`config.mk`:
```
export PLATFORM = sky130hd
export DESIGN_NAME = debug_hex_overlay
export DESIGN_NICKNAME = d
export VERILOG_FILES = /design/src/rtl/debug_hex_overlay_pkg.sv /design/src/rtl/debug_hex_overlay_font_rom.sv /design/src/rtl/debug_hex_overlay.sv
export SDC_FILE = /design/constraint.sdc
export NUM_CORES = 1
export LEC_CHECK = 0
export ABC_AREA = 1
export CELL_PAD_IN_SITES_DETAIL_PLACEMENT = 1
export CELL_PAD_IN_SITES_GLOBAL_PLACEMENT = 1
export CORE_MARGIN = 2
export CORE_UTILIZATION = 42
export DETAILED_ROUTE_END_ITERATION = 8
export GPL_TIMING_DRIVEN = 0
export PLACE_DENSITY_LB_ADDON = 0.08
export SLEW_MARGIN = 20
export SYNTH_ARGS = -nofsm -noshare
export SYNTH_HDL_FRONTEND = slang
export SYNTH_SLANG_ARGS = --single-unit
```
`constraint.sdc`:
```
create_clock -name sys_clk -period 17.7 [get_ports sys_clk]
set_input_delay 1.77 -clock sys_clk [delete_from_list [all_inputs] [get_ports sys_clk]]
set_output_delay 1.77 -clock sys_clk [all_outputs]
set_load 0.01 [all_outputs]
```
`src/rtl/debug_hex_overlay_pkg.sv`:
```
// Shared constants and the 8x8 glyph set for the debug hex overlay.
// Glyph codes 0-15 are hex digits, 16 is the minus sign and 17 is blank.
package debug_hex_overlay_pkg;

    localparam int         GLYPH_W     = 5;
    localparam logic [4:0] GLYPH_MINUS = 5'd16;
    localparam logic [4:0] GLYPH_BLANK = 5'd17;
    localparam int         LINE_PITCH  = 16;
    localparam int         SEQ_LEN_DEF = 16;
    localparam int         DIGITS      = SEQ_LEN_DEF / 4 + 1;

    // Row 0 is the top byte of the returned word; bit 7 of a row is the leftmost pixel.
    function automatic logic [63:0] font_glyph(input logic [GLYPH_W-1:0] code);
        logic [63:0] g;
        case (code)
            5'd0:    g = 64'h3C666E7666663C00;
            5'd1:    g = 64'h1838181818187E00;
            5'd2:    g = 64'h3C66060C30607E00;
            5'd3:    g = 64'h3C66061C06663C00;
            5'd4:    g = 64'h0C1C3C6C7E0C0C00;
            5'd5:    g = 64'h7E607C0606663C00;
            5'd6:    g = 64'h3C607C6666663C00;
            5'd7:    g = 64'h7E060C1830303000;
            5'd8:    g = 64'h3C66663C66663C00;
            5'd9:    g = 64'h3C66663E060C3800;
            5'd10:   g = 64'h183C66667E666600;
            5'd11:   g = 64'h7C66667C66667C00;
            5'd12:   g = 64'h3C66606060663C00;
            5'd13:   g = 64'h786C6666666C7800;
            5'd14:   g = 64'h7E60607C60607E00;
            5'd15:   g = 64'h7E60607C60606000;
            5'd16:   g = 64'h0000007E00000000;
            default: g = 64'h0000000000000000;
        endcase
        return g;
    endfunction

endpackage

```
`src/rtl/debug_hex_overlay_font_rom.sv`:
```
// 18-glyph x 8-row font ROM with a registered row-byte output.
// One-cycle read latency; the output only advances when en is high.
module hex_font_rom
    import debug_hex_overlay_pkg::*;
(
    input  logic               clk,
    input  logic               rst,
    input  logic               en,
    input  logic [GLYPH_W-1:0] code,
    input  logic [2:0]         row,
    output logic [7:0]         data
);

    logic [7:0]  data_d;
    logic [7:0]  data_q;
    logic [63:0] glyph_s;
    logic [63:0] row_word_s;

    // Look up the glyph and extract the requested row byte.
    always_comb begin
        glyph_s    = font_glyph(code);
        row_word_s = glyph_s >> {3'd7 - row, 3'b000};
        if (en) begin
            data_d = row_word_s[7:0];
        end else begin
            data_d = data_q;
        end
    end

    // Row byte register.
    always_ff @(posedge clk) begin
        if (rst) begin
            data_q <= 8'h00;
        end else begin
            data_q <= data_d;
        end
    end

    assign data = data_q;

endmodule

```
`src/rtl/debug_hex_overlay.sv`:
```
// Debug panel text renderer: per-frame snapshot of signed values, 3-stage pixel pipeline
// producing an overlay enable/colour that lines up with the pixel presented 3 p_ticks earlier.
module debug_hex_overlay
    import debug_hex_overlay_pkg::*;
#(
    parameter int                     SEQ_LEN     = SEQ_LEN_DEF,
    parameter int                     SEQ_NUM     = 16,
    parameter int                     FONT_WIDTH  = 8,
    parameter int                     PIXEL_WIDTH = 12,
    parameter int                     OVL_X0      = 8,
    parameter int                     OVL_Y0      = 8,
    parameter logic [PIXEL_WIDTH-1:0] FG_COLOR    = 12'hFFF
) (
    input  logic                       sys_clk,
    input  logic                       sys_rst,
    input  logic                       p_tick,
    input  logic                       video_on,
    input  logic [9:0]                 x,
    input  logic [9:0]                 y,
    input  logic [SEQ_NUM*SEQ_LEN-1:0] values,
    output logic                       ovl_on,
    output logic [PIXEL_WIDTH-1:0]     ovl_rgb
);

    localparam int NDIG   = SEQ_LEN / 4 + 1;
    localparam int LINE_W = (SEQ_NUM > 1) ? $clog2(SEQ_NUM) : 1;
    localparam int DIG_W  = $clog2(NDIG);
    localparam logic [SEQ_LEN-1:0] ONE_V = 1;

    logic [SEQ_LEN-1:0] snap_d [SEQ_NUM];
    logic [SEQ_LEN-1:0] snap_q [SEQ_NUM];

    logic              in1_d, in1_q, von1_d, von1_q;
    logic [LINE_W-1:0] line1_d, line1_q;
    logic [DIG_W-1:0]  dig1_d, dig1_q;
    logic [2:0]        row1_d, row1_q, col1_d, col1_q;

    logic              in2_d, in2_q, von2_d, von2_q;
    logic [2:0]        col2_d, col2_q;

    logic                   ovl_on_d, ovl_on_q;
    logic [PIXEL_WIDTH-1:0] ovl_rgb_d, ovl_rgb_q;

    logic [9:0]         dx_s, dy_s, line_full_s, dig_full_s;
    logic [3:0]         row_full_s;
    logic               in_s;
    logic [SEQ_LEN-1:0] sel_s, mag_s, nib_word_s;
    logic               neg_s, on_s;
    logic [GLYPH_W-1:0] code_s;
    logic [7:0]         rowbyte_s;

    // Snapshot next-state: capture every value on the (0,0) pixel tick.
    always_comb begin
        for (int i = 0; i < SEQ_NUM; i++) begin
            if (p_tick && (x == 10'd0) && (y == 10'd0)) begin
                snap_d[i] = values[i*SEQ_LEN +: SEQ_LEN];
            end else begin
                snap_d[i] = snap_q[i];
            end
        end
    end

    // Stage 1: panel-relative coordinates and the in-panel test.
    always_comb begin
        dx_s        = x - 10'(OVL_X0);
        dy_s        = y - 10'(OVL_Y0);
        line_full_s = dy_s >> $clog2(LINE_PITCH);
        row_full_s  = dy_s[3:0];
        dig_full_s  = dx_s >> 3;
        in_s = (x >= 10'(OVL_X0)) && (y >= 10'(OVL_Y0))
            && (32'(line_full_s) < SEQ_NUM)
            && (32'(dig_full_s) <= SEQ_LEN / 4)
            && (32'(row_full_s) < FONT_WIDTH);
        if (p_tick) begin
            in1_d   = in_s;
            von1_d  = video_on;
            line1_d = line_full_s[LINE_W-1:0];
            dig1_d  = dig_full_s[DIG_W-1:0];
            row1_d  = row_full_s[2:0];
            col1_d  = dx_s[2:0];
        end else begin
            in1_d   = in1_q;
            von1_d  = von1_q;
            line1_d = line1_q;
            dig1_d  = dig1_q;
            row1_d  = row1_q;
            col1_d  = col1_q;
        end
    end

    // Stage 2: pick sign or magnitude nibble as the glyph code; the ROM registers the row byte.
    always_comb begin
        sel_s      = snap_q[line1_q];
        neg_s      = sel_s[SEQ_LEN-1];
        mag_s      = neg_s ? (~sel_s + ONE_V) : sel_s;
        nib_word_s = mag_s >> (4 * (NDIG - 1 - int'(dig1_q)));
        if (dig1_q == {DIG_W{1'b0}}) begin
            code_s = neg_s ? GLYPH_MINUS : GLYPH_BLANK;
        end else begin
            code_s = {1'b0, nib_word_s[3:0]};
        end
        if (p_tick) begin
            in2_d  = in1_q;
            von2_d = von1_q;
            col2_d = col1_q;
        end else begin
            in2_d  = in2_q;
            von2_d = von2_q;
            col2_d = col2_q;
        end
    end

    hex_font_rom u_font (
        .clk  (sys_clk),
        .rst  (sys_rst),
        .en   (p_tick),
        .code (code_s),
        .row  (row1_q),
        .data (rowbyte_s)
    );

    // Stage 3: pixel bit select and colour.
    always_comb begin
        on_s = in2_q && von2_q && rowbyte_s[3'd7 - col2_q];
        if (p_tick) begin
            ovl_on_d  = on_s;
            ovl_rgb_d = on_s ? FG_COLOR : {PIXEL_WIDTH{1'b0}};
        end else begin
            ovl_on_d  = ovl_on_q;
            ovl_rgb_d = ovl_rgb_q;
        end
    end

    // All state registers with synchronous reset.
    always_ff @(posedge sys_clk) begin
        if (sys_rst) begin
            for (int i = 0; i < SEQ_NUM; i++) begin
                snap_q[i] <= {SEQ_LEN{1'b0}};
            end
            in1_q     <= 1'b0;
            von1_q    <= 1'b0;
            line1_q   <= {LINE_W{1'b0}};
            dig1_q    <= {DIG_W{1'b0}};
            row1_q    <= 3'd0;
            col1_q    <= 3'd0;
            in2_q     <= 1'b0;
            von2_q    <= 1'b0;
            col2_q    <= 3'd0;
            ovl_on_q  <= 1'b0;
            ovl_rgb_q <= {PIXEL_WIDTH{1'b0}};
        end else begin
            for (int i = 0; i < SEQ_NUM; i++) begin
                snap_q[i] <= snap_d[i];
            end
            in1_q     <= in1_d;
            von1_q    <= von1_d;
            line1_q   <= line1_d;
            dig1_q    <= dig1_d;
            row1_q    <= row1_d;
            col1_q    <= col1_d;
            in2_q     <= in2_d;
            von2_q    <= von2_d;
            col2_q    <= col2_d;
            ovl_on_q  <= ovl_on_d;
            ovl_rgb_q <= ovl_rgb_d;
        end
    end

    assign ovl_on  = ovl_on_q;
    assign ovl_rgb = ovl_rgb_q;

endmodule

```
==> flow_metrics.tcl <==
set metrics [dict create \
    status "finished, final reports clean" \
    syn_area_per_cell_um2 7.93 \
    post_cts_buffers 0 \
    cts_tree "built" \
    fmaxAchievable_ghz 0.216 \
    cp_max_fo 10 \
    cpMostUsedCell "nand2_1" \
    post-dp-hpwl_mm 44.4 \
    power.density_mw_per_mm2 93.0 \
    synth.largest_area_cell "edfxtp_1" \
    yosys_register_bits 287 \
    power_switching_mw 0.555 \
    async_flop_share_pct 0 \
    seq_power_share_pct 41.9 \
    yosysMostFrequentCell "inv_1" \
    core_mm2 0.0366 \
    cts-root-buf "clkbuf_16" \
    routed-via-count 14800 \
    cts_resized 0 \
    synthesis.area_mm2 0.0156 \
    grt_overflow 0 \
    finalNonFillerCells 2802 \
    worst_pin_slew_ns 1.09 \
    via_per_inst 5.26 \
    internal_power_mw 1.34 \
    synth-edff-count 256 \
    critPathKind "flop to flop" \
    p_clk_share_pct 37.2 \
    ant_nets 0 \
    pin_count 293 \
    synthTopCellsByCount "391 x inv_1, 384 x nand2_1, 383 x nor2_1" \
    gp_congestion 0.863 \
    nFillCells 4434 \
    dieHeight_um 197 \
    drive_above_1_share_pct 6.17 \
    fin_crit_sh_pct 26.2 \
    cts_inserted_buffers 34 \
    synth.distinct_cells 39 \
    grt_pass1_vias 15800 \
    yosysTopAreaCellShare_pct 49.2 \
    synth_cells 1973 \
    required_ns 18.10 \
    drt_iter0_markers 1196 \
    routed_wirelength_mm 60.0 \
    crit_path_start_kind "flop" \
    slew_headroom_pct 27.1 \
    ctsHoldBuffers 0 \
    antenna_found_initial 2 \
    cp_data_arrival_time_ns 5.03 \
    combPwrFrac_pct 20.9 \
    leakagePower_nw 9.37 \
    clock_path_buffers 3 \
    tns_ns 0 \
    setup_viol 0 \
    switching_share_pct 29.3 \
    hold_viol_final 0 \
    fin_area_mm2 0.0204 \
    finalCriticalPeriod_ns 4.63 \
    fin_skew_ns 0.0392 \
    rsz0062_at_grt "no" \
    setup_slack_ns 13.07 \
    grt_pass1_wl_mm 91.2 \
    dieArea_mm2 0.0388 \
    drc_errors 0 \
    slowest_stage "clkbuf_1" \
    clock_latency_ns 0.55 \
    h-tree-depth 2 \
    min_path_type "flop to flop" \
    clkSinkCount 287 \
    nets 2600 \
    synth_warnings 0 \
    synth_flop_cell "edfxtp_1" \
    clkTransAtPathRegs_ns 0.05 \
    start_util_pct 42.7 \
    grt.total_usage_pct 31.2 \
    portBuffers 292 \
    area_growth_pct 30.3 \
    fp-row-count 70 \
    cap_violations 0 \
    p_total_mw 1.90 \
    grt_start_max_net_pins 63 \
    wl_per_cell_um 21.4 \
    crit_buf_inv 4 \
    ys_seq_area_share_pct 53.1 \
    crit_family "simple AND/OR/NAND/NOR gates" \
    synth.area.top_cells "edfxtp_1 49%, inv_1 9.4%, nand2_1 9.2%" \
    syn_nets 2267 \
    firstDrtPassIters 5 \
    crit_path_max_incr_delay_ns 0.59 \
    pre_cts_slack_ns 12.68 \
    ir_drop_mv 0.0695 \
    placed_cells 2738 \
    die_w_um 197 \
    drv_slew 0 \
    placed_cell_area_mm2 0.0193 \
    endpoint_kind "flop" \
]
kinds of logic after synthesis:
family	Yosys count	share of synthesized area (%)
AND/OR/NAND/NOR	990	26.0
buffers and inverters	513	13.5
flip-flops	287	53.1
AO/OA/AOI/OAI	163	5.86
adder cells (fa/ha/maj)	14	1.12
XOR/XNOR	6	0.336
metrics by stage:
step                hold slack (ns)  utilization [%]
floorplan                     0.433                -
global placement              0.459             52.3
detailed placement            0.464             52.7
CTS                           0.483             55.6
global route                  0.513             55.7
finish                        0.482             55.7
state kept, by name, indices dropped and copies added (netlist names), named ones only:
register     count
col1_q           3
col2_q           3
dig1_q           3
in1_q            1
in2_q            1
line1_q          4
ovl_rgb          1
row1_q           3
snap_q         256
u_font.data      6
von1_q           1
von2_q           1
cell type report:
| cell class | count | area (um^2) | share of cell area, % |
|---|---|---|---|
| Timing Repair Buffer | 297 | 3050 | 14.9 |
| Tap cell | 468 | 586 | 2.87 |
| Buffer | 113 | 612 | 3.00 |
| Inverter | 400 | 1500 | 7.38 |
| Sequential cell | 287 | 8310 | 40.8 |
| Clock buffer | 44 | 910 | 4.46 |
| Multi-Input combinational cell | 1173 | 5220 | 25.6 |
| Antenna cell | 2 | 5.00 | 0.0246 |
| Clock inverter | 18 | 186 | 0.915 |
path summary, 6_finish.rpt:
kind	from	to	slack, ns	cells after the start
worst min register to register	u_font.data[5]	u_font.data[5]	0.48	2
worst min-delay path	u_font.data[5]	u_font.data[5]	0.48	2
worst max-delay path	flop	u_font.data[1]	13.07	29
worst max register to register	flop	u_font.data[1]	13.07	29
per-layer routing:
layer / wire, um / track usage, %
met1: 24500 / 39.9
met2: 29200 / 54.0
met3: 4090 / 4.26
met4: 2220 / 11.6
met5: 0 / 0
placed cells by master (no fill, tap or decap), types with 35 or more instances in the layout:
cell and n:
a21oi_1 37, clkbuf_1 59, clkbuf_16 35, clkdlybuf4s50_1 292
edfxtp_1 256, inv_1 391, nand2_1 383, nand3_1 186
nor2_1 383, o21ai_0 62
power groups by stage:
stage                     Sequential (mW)  Combinational, mW  Clock [mW]
final                               0.794              0.397       0.704
after global routing                0.798              0.436       0.730
after detailed placement            0.808              0.391           0
after global placement              0.817              0.380           0
after CTS                           0.794              0.396       0.705
after floorplan                     0.810              0.216           0
worst reg2reg max path, delay by kind of cell, from the launching register on:
family                   cells  cell delay [ns]
buffers and inverters        4             1.14
AND/OR/NAND/NOR             23             2.72
adder cells (fa/ha/maj)      1             0.30
AO/OA/AOI/OAI                1             0.06
flip-flops                   1             0.29
(Power assumes the default switching activity.)
